<file path="config.mk">
export PLATFORM = sky130hd
export DESIGN_NAME = route_input_stage_flat
export DESIGN_NICKNAME = d
export VERILOG_FILES = /design/src/rtl/noc_route_pkg.sv /design/src/rtl/axis_if.sv /design/src/rtl/route_compute.sv /design/src/rtl/route_input_stage.sv /design/src/flat_wrapper.sv
export SDC_FILE = /design/constraint.sdc
export NUM_CORES = 1
export LEC_CHECK = 0
export ABC_AREA = 1
export ABC_CLOCK_PERIOD_IN_PS = 5300
export CORE_ASPECT_RATIO = 2
export CORE_MARGIN = 8
export CORE_UTILIZATION = 46
export DETAILED_ROUTE_END_ITERATION = 16
export PLACE_DENSITY = 0.82
export SLEW_MARGIN = 20
export SYNTH_ARGS = -nofsm -noshare
export SYNTH_HDL_FRONTEND = slang
export SYNTH_SLANG_ARGS = --single-unit
</file>
<file path="constraint.sdc">
create_clock -name clk -period 5.3 [get_ports clk]
set_input_delay 1.06 -clock clk [delete_from_list [all_inputs] [get_ports clk]]
set_output_delay 1.06 -clock clk [all_outputs]
set_load 0.02 [all_outputs]
</file>
<file path="src/rtl/noc_route_pkg.sv">
// Shared definitions for the NoC route input stage.
// Direction indices, FSM state type and field-width helper.
package noc_route_pkg;

   localparam int LOCAL = 0;
   localparam int EAST  = 1;
   localparam int WEST  = 2;
   localparam int NORTH = 3;
   localparam int SOUTH = 4;

   typedef enum logic [0:0] {
      IDLE = 1'b0,
      PASS = 1'b1
   } state_t;

   // Coordinate field width; a 1-wide mesh still needs one bit.
   function automatic int field_w(input int n);
      return (n > 1) ? $clog2(n) : 1;
   endfunction

endpackage

</file>
<file path="src/rtl/axis_if.sv">
// AXI-Stream style bundle: TVALID/TREADY/TDATA/TLAST/TID.
// m drives the stream, s consumes it.
interface axis_if #(
   parameter int DATA_WIDTH = 40,
   parameter int ID_WIDTH   = 4
);

   logic                  tvalid;
   logic                  tready;
   logic [DATA_WIDTH-1:0] tdata;
   logic                  tlast;
   logic [ID_WIDTH-1:0]   tid;

   modport m (
      output tvalid,
      output tdata,
      output tlast,
      output tid,
      input  tready
   );

   modport s (
      input  tvalid,
      input  tdata,
      input  tlast,
      input  tid,
      output tready
   );

endinterface

</file>
<file path="src/rtl/route_compute.sv">
// Dimension-ordered route decode: target coords -> one-hot port.
// Define ROUTE_YX_EN to resolve Y before X; default is XY order.
module route_compute
   import noc_route_pkg::*;
#(
   parameter int CHANNEL_NUMBER = 5,
   parameter int XW             = 2,
   parameter int YW             = 2,
   parameter int ROUTER_X       = 0,
   parameter int ROUTER_Y       = 0
) (
   input  logic [XW-1:0]             target_x,
   input  logic [YW-1:0]             target_y,
   output logic [CHANNEL_NUMBER-1:0] selector
);

   localparam logic [XW-1:0] RX = XW'(ROUTER_X);
   localparam logic [YW-1:0] RY = YW'(ROUTER_Y);

   logic x_gt;
   logic x_lt;
   logic y_gt;
   logic y_lt;

   assign x_gt = target_x > RX;
   assign x_lt = target_x < RX;
   assign y_gt = target_y > RY;
   assign y_lt = target_y < RY;

   // Pick exactly one output port; extra channels stay idle.
   always_comb begin
      selector = '0;
`ifdef ROUTE_YX_EN
      if (y_gt)
         selector[NORTH] = 1'b1;
      else if (y_lt)
         selector[SOUTH] = 1'b1;
      else if (x_gt)
         selector[EAST] = 1'b1;
      else if (x_lt)
         selector[WEST] = 1'b1;
      else
         selector[LOCAL] = 1'b1;
`else
      if (x_gt)
         selector[EAST] = 1'b1;
      else if (x_lt)
         selector[WEST] = 1'b1;
      else if (y_gt)
         selector[NORTH] = 1'b1;
      else if (y_lt)
         selector[SOUTH] = 1'b1;
      else
         selector[LOCAL] = 1'b1;
`endif
   end

endmodule

</file>
<file path="src/rtl/route_input_stage.sv">
// Router ingress: header decode, one-deep output register, strays.
// Optional macro ROUTE_YX_EN selects YX instead of XY routing.
module route_input_stage
   import noc_route_pkg::*;
#(
   parameter int DATA_WIDTH     = 40,
   parameter int ID_WIDTH       = 4,
   parameter int CHANNEL_NUMBER = 5,
   parameter int MAX_ROUTERS_X  = 4,
   parameter int MAX_ROUTERS_Y  = 4,
   parameter int ROUTER_X       = 0,
   parameter int ROUTER_Y       = 0,
   parameter int ROUTING_HEADER = 0
) (
   input  logic                      clk,
   input  logic                      rst,
   axis_if.s                         in,
   axis_if.m                         out,
   output logic [CHANNEL_NUMBER-1:0] selector,
   output logic                      busy,
   output logic [7:0]                drop_count
);

   localparam int XW = field_w(MAX_ROUTERS_X);
   localparam int YW = field_w(MAX_ROUTERS_Y);
   localparam logic [ID_WIDTH-1:0] HDR = ID_WIDTH'(ROUTING_HEADER);

   state_t state;

   logic [XW-1:0] target_x;
   logic [YW-1:0] target_y;
   logic [XW-1:0] hdr_x;
   logic [YW-1:0] hdr_y;
   logic [XW-1:0] route_x;
   logic [YW-1:0] route_y;
   logic [CHANNEL_NUMBER-1:0] route_sel;

   logic                  out_valid;
   logic [DATA_WIDTH-1:0] out_data;
   logic                  out_last;
   logic [ID_WIDTH-1:0]   out_id;

   logic load_ok;
   logic is_hdr;
   logic in_ready;
   logic in_fire;
   logic hdr_take;
   logic stray;
   logic fwd;
   logic out_done;
   logic keep_route;

   assign load_ok  = !out_valid || out.tready;
   assign is_hdr   = in.tid == HDR;
   assign in_fire  = in.tvalid && in_ready;
   assign hdr_take = in_fire && is_hdr && (state == IDLE);
   assign stray    = in_fire && !is_hdr && (state == IDLE);
   assign fwd      = hdr_take || (in_fire && (state == PASS));
   assign out_done = out_valid && out.tready && out_last;

   // Header field layout: low field is Y, the one above it is X.
   assign hdr_y = YW'(in.tdata[XW-1:0]);
   assign hdr_x = XW'(in.tdata[XW+YW-1:XW]);

   // Route a fresh header, otherwise re-derive from the held target.
   assign route_x = hdr_take ? hdr_x : target_x;
   assign route_y = hdr_take ? hdr_y : target_y;

   // Selector stays up until the packet's last beat leaves.
   assign keep_route = busy && !out_done;

   route_compute #(
      .CHANNEL_NUMBER (CHANNEL_NUMBER),
      .XW             (XW),
      .YW             (YW),
      .ROUTER_X       (ROUTER_X),
      .ROUTER_Y       (ROUTER_Y)
   ) u_route (
      .target_x (route_x),
      .target_y (route_y),
      .selector (route_sel)
   );

   // Strays are swallowed in IDLE; a new header waits out a packet.
   always_comb begin
      in_ready = load_ok;
      unique case (state)
         IDLE: if (!is_hdr) in_ready = 1'b1;
         PASS: if (is_hdr)  in_ready = 1'b0;
      endcase
   end

   // Packet framing: leave PASS once TLAST is taken at ingress.
   always_ff @(posedge clk or posedge rst) begin
      if (rst) begin
         state <= IDLE;
      end else begin
         unique case (state)
            IDLE:
               if (hdr_take && !in.tlast)
                  state <= PASS;
            PASS:
               if (in_fire && in.tlast)
                  state <= IDLE;
         endcase
      end
   end

   // One-deep egress register; payload only moves on a load.
   always_ff @(posedge clk or posedge rst) begin
      if (rst) begin
         out_valid <= 1'b0;
         out_data  <= '0;
         out_last  <= 1'b0;
         out_id    <= '0;
      end else if (fwd) begin
         out_valid <= 1'b1;
         out_data  <= in.tdata;
         out_last  <= in.tlast;
         out_id    <= in.tid;
      end else if (out.tready) begin
         out_valid <= 1'b0;
      end
   end

   // Latch the destination of each accepted header.
   always_ff @(posedge clk or posedge rst) begin
      if (rst) begin
         target_x <= '0;
         target_y <= '0;
      end else if (hdr_take) begin
         target_x <= hdr_x;
         target_y <= hdr_y;
      end
   end

   // Busy/selector span header acceptance to last beat egress.
   always_ff @(posedge clk or posedge rst) begin
      if (rst) begin
         busy     <= 1'b0;
         selector <= '0;
      end else if (hdr_take || keep_route) begin
         busy     <= 1'b1;
         selector <= route_sel;
      end else begin
         busy     <= 1'b0;
         selector <= '0;
      end
   end

   // Saturating stray-beat counter.
   always_ff @(posedge clk or posedge rst) begin
      if (rst)
         drop_count <= '0;
      else if (stray && (drop_count != 8'hFF))
         drop_count <= drop_count + 8'd1;
   end

   assign in.tready  = in_ready;
   assign out.tvalid = out_valid;
   assign out.tdata  = out_data;
   assign out.tlast  = out_last;
   assign out.tid    = out_id;

endmodule

</file>
<file path="src/flat_wrapper.sv">
// flat-port wrapper written by rule: the top's interface ports become plain ports
module route_input_stage_flat import noc_route_pkg::*;
#(
   parameter int DATA_WIDTH     = 40,
   parameter int ID_WIDTH       = 4,
   parameter int CHANNEL_NUMBER = 5,
   parameter int MAX_ROUTERS_X  = 4,
   parameter int MAX_ROUTERS_Y  = 4,
   parameter int ROUTER_X       = 0,
   parameter int ROUTER_Y       = 0,
   parameter int ROUTING_HEADER = 0
)
  (clk, rst, selector, busy, drop_count, in_tvalid, in_tdata, in_tlast, in_tid, in_tready, out_tvalid, out_tdata, out_tlast, out_tid, out_tready);
  axis_if #(.DATA_WIDTH(DATA_WIDTH), .ID_WIDTH(ID_WIDTH)) in_i ();
  axis_if #(.DATA_WIDTH(DATA_WIDTH), .ID_WIDTH(ID_WIDTH)) out_i ();
  input  logic clk;
  input  logic rst;
  output logic [CHANNEL_NUMBER-1:0] selector;
  output logic busy;
  output logic [7:0] drop_count;
  input wire logic [$bits(in_i.tvalid)-1:0] in_tvalid;
  input wire logic [$bits(in_i.tdata)-1:0] in_tdata;
  input wire logic [$bits(in_i.tlast)-1:0] in_tlast;
  input wire logic [$bits(in_i.tid)-1:0] in_tid;
  output wire logic [$bits(in_i.tready)-1:0] in_tready;
  output wire logic [$bits(out_i.tvalid)-1:0] out_tvalid;
  output wire logic [$bits(out_i.tdata)-1:0] out_tdata;
  output wire logic [$bits(out_i.tlast)-1:0] out_tlast;
  output wire logic [$bits(out_i.tid)-1:0] out_tid;
  input wire logic [$bits(out_i.tready)-1:0] out_tready;
  assign in_i.tvalid = in_tvalid;
  assign in_i.tdata = in_tdata;
  assign in_i.tlast = in_tlast;
  assign in_i.tid = in_tid;
  assign in_tready = in_i.tready;
  assign out_tvalid = out_i.tvalid;
  assign out_tdata = out_i.tdata;
  assign out_tlast = out_i.tlast;
  assign out_tid = out_i.tid;
  assign out_i.tready = out_tready;
  route_input_stage #(.DATA_WIDTH(DATA_WIDTH), .ID_WIDTH(ID_WIDTH), .CHANNEL_NUMBER(CHANNEL_NUMBER), .MAX_ROUTERS_X(MAX_ROUTERS_X), .MAX_ROUTERS_Y(MAX_ROUTERS_Y), .ROUTER_X(ROUTER_X), .ROUTER_Y(ROUTER_Y), .ROUTING_HEADER(ROUTING_HEADER)) u_core (.clk(clk), .rst(rst), .in(in_i), .out(out_i), .selector(selector), .busy(busy), .drop_count(drop_count));
endmodule
</file>
-- After elaboration in Yosys (flattened, before gate mapping)
Index checks and enable logic that the tools add are counted.
- register bits after elaboration: 65
- bits of input ports: 49
- output and inout bits: 61
- $add $sub $neg: 1
- order comparisons: 4
- equal/unequal tests: 1
- mux-type cells: 23
- bitwise gates (word level): 1
- reduce and logical (&&, ||, !) cells: 21
- operators with widths (cell ; count):
    2-to-1 mux 1 bit ; 16
    logical AND 1 bit ; 12
    adder 8 x 1 -> 8 bit, second input constant ; 1
    inequality test 8 bit, second input constant ; 1
    2-to-1 mux 2 bit ; 3
    2-to-1 mux 5 bit ; 1
    greater-than comparator 2 x 1 -> 1 bit, second input constant ; 2
    logical NOT 1 bit ; 4
    logical NOT 4 bit ; 1
    less-than comparator 2 x 1 -> 1 bit, second input constant ; 2
    one-hot mux 1 bit (2 select lines) ; 2
    logical OR 1 bit ; 3
    2-to-1 mux 3 bit ; 1
    nonzero test 2 bit ; 1
    NOT 1 bit ; 1

-- Depth between registers and ports, before layout
Gate-level depths: netlist of the first run.
- word-level depth: 14
- gate-level depth with buffers: 10
- mapped depth without buffers: 10

-- Modules after synthesis
Synthesis of the first run repeated with hierarchy kept, for this count alone.
- cells, all modules: 335
- area total of the unflattened synthesis: 3128.0 um^2
- by module, submodules not included (module ; times used ; cells each ; area an instance (um^2) ; sequential area each (um^2)):
    route_input_stage ; 1 ; 323 ; 3070.4 ; 1626.6
    route_compute ; 1 ; 12 ; 57.6 ; 0.0

-- Least setup slack after synthesis of the first run
Ideal clock, no wire load.
- path type: in2out
- start: in in_tid[1]
- end: out in_tready
- arrival time: 1.574 ns
- data required time: 4.240 ns
- slack: 2.666 ns
- cell stages on the path: 5
- path buffers: 0
- cell sequence: inv_2 > nand2_1 > nor2_2 > inv_1 > o21a_1
- cells in the longest elaborated chain, start to end: 3
- RTL lines (item ; RTL line ; text):
    start, declared ; flat_wrapper.sv:24 ; input wire logic [$bits(in_i.tid)-1:0] in_tid;
    logical NOT 4 bit (*) ; route_input_stage.sv:54 ; assign is_hdr = in.tid == HDR;
    2-to-1 mux 1 bit, on equally long branches ; route_input_stage.sv:89, route_input_stage.sv:88 ;
    one-hot mux 1 bit (2 select lines) (*) ; route_input_stage.sv:87 ; unique case (state)
    end, declared ; flat_wrapper.sv:25 ; output wire logic [$bits(in_i.tready)-1:0] in_tready;
Every way passes the cells marked *; elsewhere a longest branch is shown, timed or not.

-- Worst setup path after layout of the first run
- start: in in_tid[0]
- end: out in_tready
Same word-level chain as after synthesis.

==> impl_results.md, run 1 <==
* Synth Flop Type: dfrtp_1
* Final TNS setup at 0 ps
* Mapped Cells at between 300 and 400
* Fin. Hold Viols at 0
* Final GP Congestion at 0.826
* Initial antenna violation count at 0
* Post-Syn Area per Cell at 8.77 µm²
* Area share of the largest cell type after synthesis at 0.590
* Post-CTS Setup Bufs at 0
* Top cell by count, worst path: clkdlybuf4s50_1
* H-tree levels at 3
* Fillers at ~450
* CTS sink cnt at between 60 and 70
* Post-synthesis sequential area ratio at 0.590
* Fmax at between 0.2 and 0.3 GHz
* Mapped cell area at ~0.0027 mm²
* Vias at approximately 2,300
* RSZ-0062 raised after global routing: false
* Die area at roughly 0.0087 mm²
* Nets@finish at 463
* Post-synth top area cell: dfrtp_1
* Cell chain of the critical path: clkdlybuf4s50_1, inv_2, nand2_1, nor2_2, inv_1, o21a_1, clkdlybuf4s50_1
* N_diodes at 0
* R2r setup slk at about 2800 ps
* Seq cells post-synth at 63
* Num ports at 110
* Fin. max-slew vios at 0
* Worst skew pair latency at between 300 and 400 ps
* CP max stage cell: clkdlybuf4s50_1
* DRC viols at 0
* Largest net degree at the start of global routing at 64
* Leak pwr at around 0.002 µW
* CTS Hold Bufs at 0
* Max cap viols at 0
* Netlist cell types at 26
* Row Count at 39
* Peak supply drop at 0.000459 V
* Dpl hpwl at ~5300 µm
* GR Overflow Total at 0
* WP data arrival at 2620 ps
* Reg clk slew, reported paths at 50 ps
* Hold Path Class: register to register
* Layout Skew at 6.03 ps
* YS warnings at 0
* Vias in the first global route at between 2,000 and 2,500
* Wirelength per Cell at 15.0 µm
* Most common cell in the netlist: nand2_1
* Pwr Density at ~530 mW/mm²
* Max-slew headroom at the worst pin at 0.449
* Pre-antenna DRT Iters at 6
* Longest Clk Path Bufs at 2
* Die H at roughly 120 µm
* CP required at ~4200 ps
* Area Growth Syn to Fin at 49.6%
* Final setup vio count at 0
* Ranking of synthesized cells by area: dfrtp_1, nand2_1, inv_1
* Worst hold slack at 469 ps
* First-pass GRT wire length at roughly 12,000 µm
* Initial Util at 0.472
* Die extent in x at around 70 µm
* Gr usage total at 0.171
* Delay-heaviest family, CP: buffers and inverters
* Core ar. at 0.00566 mm²
* Asr flop ratio synth at 1.00
* WL final at between 7000 and 8000 µm
* Clk root buf: clkbuf_16
* Worst path bufs/invs at 4
* Crit start category: input port
* Ratio of cells with drive above 1 in the final layout at 0.0673
* Initial DRC count at 160
* Critical setup path kind: input port to output pin
* Slowest stage delay, CP at about 550 ps
* ANT nets after route at 0
* Worst-path fanout max at 3
* Worst slew pin tran at between 800 and 900 ps
* CTS tree: built
* Number of synthesized flops with an enable pin at 0
* Synth cell count leaders: nand2_1, dfrtp_1, inv_1
* Outcome: finished, final reports clean
* Crit share post-route at 0.695
* PortBufs at 107
* TritonCTS Buffers at 9
* Min cycle time layout at ~3700 ps
* Post_cts resized at 0
* Critical Path End Type: output pin
* Vias per std cell at 4.89
-- kinds of logic after synthesis --
family	after synthesis	share of synthesized area
AND/OR/NAND/NOR	183	0.283
adder cells (fa/ha/maj)	1	0.00468
AO/OA/AOI/OAI	15	0.0342
flip-flops	63	0.590
buffers and inverters	37	0.0711
other	1	0.00140
XOR/XNOR	5	0.0164
-- final cells by class --
cell class / instances / area [µm²] / share of cell area
Inverter: 25 / 93.8 / 0.0235
Clock inverter: 1 / 5.00 / 0.00125
Tap cell: 61 / 76.3 / 0.0191
Clock buffer: 13 / 260 / 0.0650
Sequential cell: 63 / 1580 / 0.394
Timing Repair Buffer: 108 / 1080 / 0.270
Multi-Input combinational cell: 206 / 911 / 0.228
-- layer usage --
metal / track usage / up-vias / wire length [µm]
met2: 0.310 / 77 / 3930
met5: 0 / - / 0
met4: 0.0910 / 0 / 252
met1: 0.166 / 1101 / 2630
li1: - / 1139 / -
met3: 0.0598 / 15 / 326
-- registers in the layout, indices dropped and copies added, names as in the netlist --
name	flops
u_core.selector	3
u_core.out.tvalid	1
u_core.state	1
u_core.out.tid	4
u_core.out.tlast	1
u_core.drop_count	8
u_core.busy	1
u_core.target_x	2
u_core.target_y	2
u_core.out.tdata	40
-- worst paths after layout --
| check | cells after the start | from | end |
|---|---|---|---|
| min in group asynchronous | 3 | rst | u_core.out.tdata[3] |
| max | 7 | in_tid[0] | in_tready |
| max in group asynchronous | 3 | rst | u_core.drop_count[4] |
| max reg2reg | 8 | u_core.out.tvalid | u_core.out.tid[0] |
| min | 2 | u_core.out.tdata[22] | u_core.out.tdata[22] |
| min reg2reg | 2 | u_core.out.tdata[22] | u_core.out.tdata[22] |
-- layout by cell type, fill, tap and decap left out, types with 2 or more instances in the layout --
master / synthesis / final
clkbuf_1: 0 / 2
inv_1: 21 / 20
clkdlybuf4s50_1: 0 / 107
nand2_1: 154 / 154
inv_2: 4 / 5
xnor2_1: 4 / 4
nor2_2: 2 / 2
clkbuf_8: 0 / 2
o21ai_2: 3 / 3
nand3_1: 10 / 10
dfrtp_1: 63 / 63
o21ai_0: 2 / 2
nor2_1: 8 / 8
nand4_1: 3 / 3
clkbuf_16: 0 / 9
o21ai_1: 8 / 8
conb_1: 1 / 2
-- metrics by stage --
stage,cell area (µm²),setup slack (ps),std cells,power (µW),util
floorplan,2680,2670,306,1170,-
global placement,3740,1590,463,1600,0.660
detailed placement,3740,1520,463,1620,0.660
CTS,4000,1610,477,2150,0.707
global route,4000,1530,477,2250,0.707
finish,4000,1620,477,2130,0.707
-- worst min-delay path: cells and delay by family (launching register included) --
family / cells / cell delay [ps]
flops: 1 / 330
simple gates: 2 / 100
-- report_power, final --
part	switching, µW	total, µW	internal, µW
Clock	183	518	335
Combinational	442	841	399
Sequential	111	768	657
Total	736	2130	1390
Power figures use the tool's default switching activity.
==> run 2: changes to the inputs <==
Settings changed: ABC_CLOCK_PERIOD_IN_PS 5300 to 3400, CORE_UTILIZATION 46 to 43, PLACE_DENSITY 0.82 to 0.77.
Clock period 5.3 ns to 3.4 ns, I/O delays scaled along.
==> run 2 against run 1 <==
  * Global-route usage is 0.70 points lower
  * Routed wire length is 0.29% lower
  * Setup slack got worse by 1100 ps
  * Cell area increased by 1.7%
  * Sequential power increased by 56%
  * Largest power group unchanged
==> impl_results.md, run 2 (same netlist as run 1, synthesis figures left out) <==
* Outcome: finished, final reports clean (unchanged)
* Die area at 0.00915 mm² (was 0.00866 mm²)
* Ratio of cells with drive above 1 in the final layout at 0.0808 (was 0.0673)
* WL final at 7120 µm (was 7140 µm)
* Initial antenna violation count at 0 (unchanged)
* Critical setup path kind: input port to output pin (unchanged)
* Final GP Congestion at 0.858 (was 0.826)
* Final setup vio count at 0 (unchanged)
* CTS Hold Bufs at 0 (unchanged)
* Leak pwr at 0.00204 µW (was 0.00200 µW)
* Die H at 128 µm (was 124 µm)
* Most frequent cells in the layout: nand2_1, clkdlybuf4s50_1, dfrtp_1, inv_1, nand3_1 (unchanged)
* Nets@finish at 466 (was 463)
* First-pass GRT wire length at 11,600 µm (was 11,800 µm)
* Top cell by count, worst path: clkdlybuf4s50_1 (unchanged)
* Row Count at 40 (was 39)
* Min cycle time layout at between 2000 and 3000 ps
* GR Overflow Total at 0 (unchanged)
* Layout Skew at 7.69 ps (was 6.03 ps)
* Cell chain of the critical path: clkdlybuf4s50_1, inv_2, nand2_1, nor2_2, inv_1, o21a_1, clkdlybuf4s50_1 (unchanged)
* Fin. max-slew vios at 0 (unchanged)
* Clk root buf: clkbuf_16 (unchanged)
* DRC viols at 0 (unchanged)
* Worst skew pair latency at 330 ps (was 320 ps)
* CP max stage cell: clkdlybuf4s50_1 (unchanged)
* CTS tree: built (unchanged)
* Final TNS setup at 0 ps (unchanged)
* Fmax at around 0.35 GHz
* Worst-path fanout max at 3 (unchanged)
* N_diodes at 0 (unchanged)
* ANT nets after route at 0 (unchanged)
* Most common cell after layout, fill and taps aside: nand2_1 (unchanged)
* Post-CTS Setup Bufs at 0 (unchanged)
* Cell Int Power at 2220 µW (was 1390 µW)
* Fin. Hold Viols at 0 (unchanged)
* Largest register FFs at 40 (unchanged)
* Net Sw Power at 1160 µW (was 736 µW)
* Initial Util at 0.445 (was 0.472)
* Vias at 2,312 (was 2,332)
* Power, Total at 3390 µW (was 2130 µW)
* Clock share of power at 0.259 (was 0.243)
* Comb pwr share at 0.388 (was 0.395)
* RSZ-0062 raised after global routing: false (unchanged)
* Longest Clk Path Bufs at 2 (unchanged)
* CTS sink cnt at 63 (unchanged)
* Critical Path End Type: output pin (unchanged)
* Initial DRC count at 139 (was 160)
* PortBufs at 107 (unchanged)
* Crit share post-route at 0.852
* Hold Path Class: register to register (unchanged)
* Seq pwr share at 0.353 (was 0.361)
* WP data arrival at 2220 ps (was 2620 ps)
* Wirelength per Cell at 14.7 µm (was 15.0 µm)
* Area Growth Syn to Fin at 52.2% (was 49.6%)
* Largest net degree at the start of global routing at 40 (was 64)
* Num ports at 110 (unchanged)
* CP required at 2720 ps (was 4240 ps)
* Post_cts resized at 0 (unchanged)
* Worst hold slack at 468 ps (was 469 ps)
* Gr usage total at 0.164 (was 0.171)
* Pre-antenna DRT Iters at 6 (unchanged)
* Finished Core Util at 0.678 (was 0.707)
* Slowest stage delay, CP at 530 ps (was 550 ps)
* R2r setup slk at 1650 ps (was 2770 ps)
* Crit start category: input port (unchanged)
* TritonCTS Buffers at 9 (unchanged)
* Die extent in x at 71.8 µm (was 69.9 µm)
* Sw Share at 0.344 (was 0.346)
* Vias in the first global route at 2,472 (was 2,452)
* Core ar. at 0.00601 mm² (was 0.00566 mm²)
* Vias per std cell at 4.78 (was 4.89)
* Peak supply drop at 0.000501 V (was 0.000459 V)
* Dpl hpwl at 5450 µm (was 5270 µm)
* Reg clk slew, reported paths at 50 ps (about the same)
* Max cap viols at 0 (unchanged)
* Pwr Density at 832 mW/mm² (was 532 mW/mm²)
* H-tree levels at 3 (unchanged)
## run 2: cell type report
| class | instances | area [µm²] |
|---|---|---|
| timing repair buffer | 111 | 1110 |
| inverter | 25 | 93.8 |
| clock inverter | 2 | 12.5 |
| fill | 488 | 1940 |
| clock buffer | 14 | 284 |
| tap | 63 | 78.8 |
| sequential | 63 | 1580 |
| multi-input combinational | 206 | 911 |
## run 2: layer usage
layer | vias to the layer above | track usage | share of wire
met5 | - | 0 | 0
met4 | 0 | 0.108 | 0.031
met3 | 15 | 0.0517 | 0.049
met2 | 77 | 0.301 | 0.57
met1 | 1077 | 0.147 | 0.35
li1 | 1143 | - | -
## run 2: worst max-delay path, delay by kind of cell
family	cells	cell delay, ps
AO/OA/AOI/OAI	1	190
AND/OR/NAND/NOR	2	230
buffers and inverters	4	1110
## run 2: power groups by stage
stage	combinational, µW	sequential, µW	clock (µW)
6_report	1310	1200	876
5_1_grt	1420	1230	929
4_1_cts	1340	1200	895
3_5_place_dp	1340	1200	0
3_3_place_gp	1320	1190	0
2_1_floorplan	314	1510	0
## run 2: metrics by stage
step	instance area (µm²)	setup WS (ps)	cells
floorplan	2680	1150	306
global placement	3770	515	468
detailed placement	3770	495	468
CTS	4070	500	484
global route	4070	457	484
finish	4070	503	484
## run 2: final timing paths
check                                      from                    to  depth (start not counted)
min reg2reg                u_core.out.tdata[28]  u_core.out.tdata[28]                          2
min in group asynchronous                   rst   u_core.out.tdata[2]                          2
max in group asynchronous                   rst  u_core.drop_count[1]                          3
min                        u_core.out.tdata[28]  u_core.out.tdata[28]                          2
max                                   in_tid[0]             in_tready                          7
max reg2reg                   u_core.out.tvalid  u_core.out.tdata[11]                          8
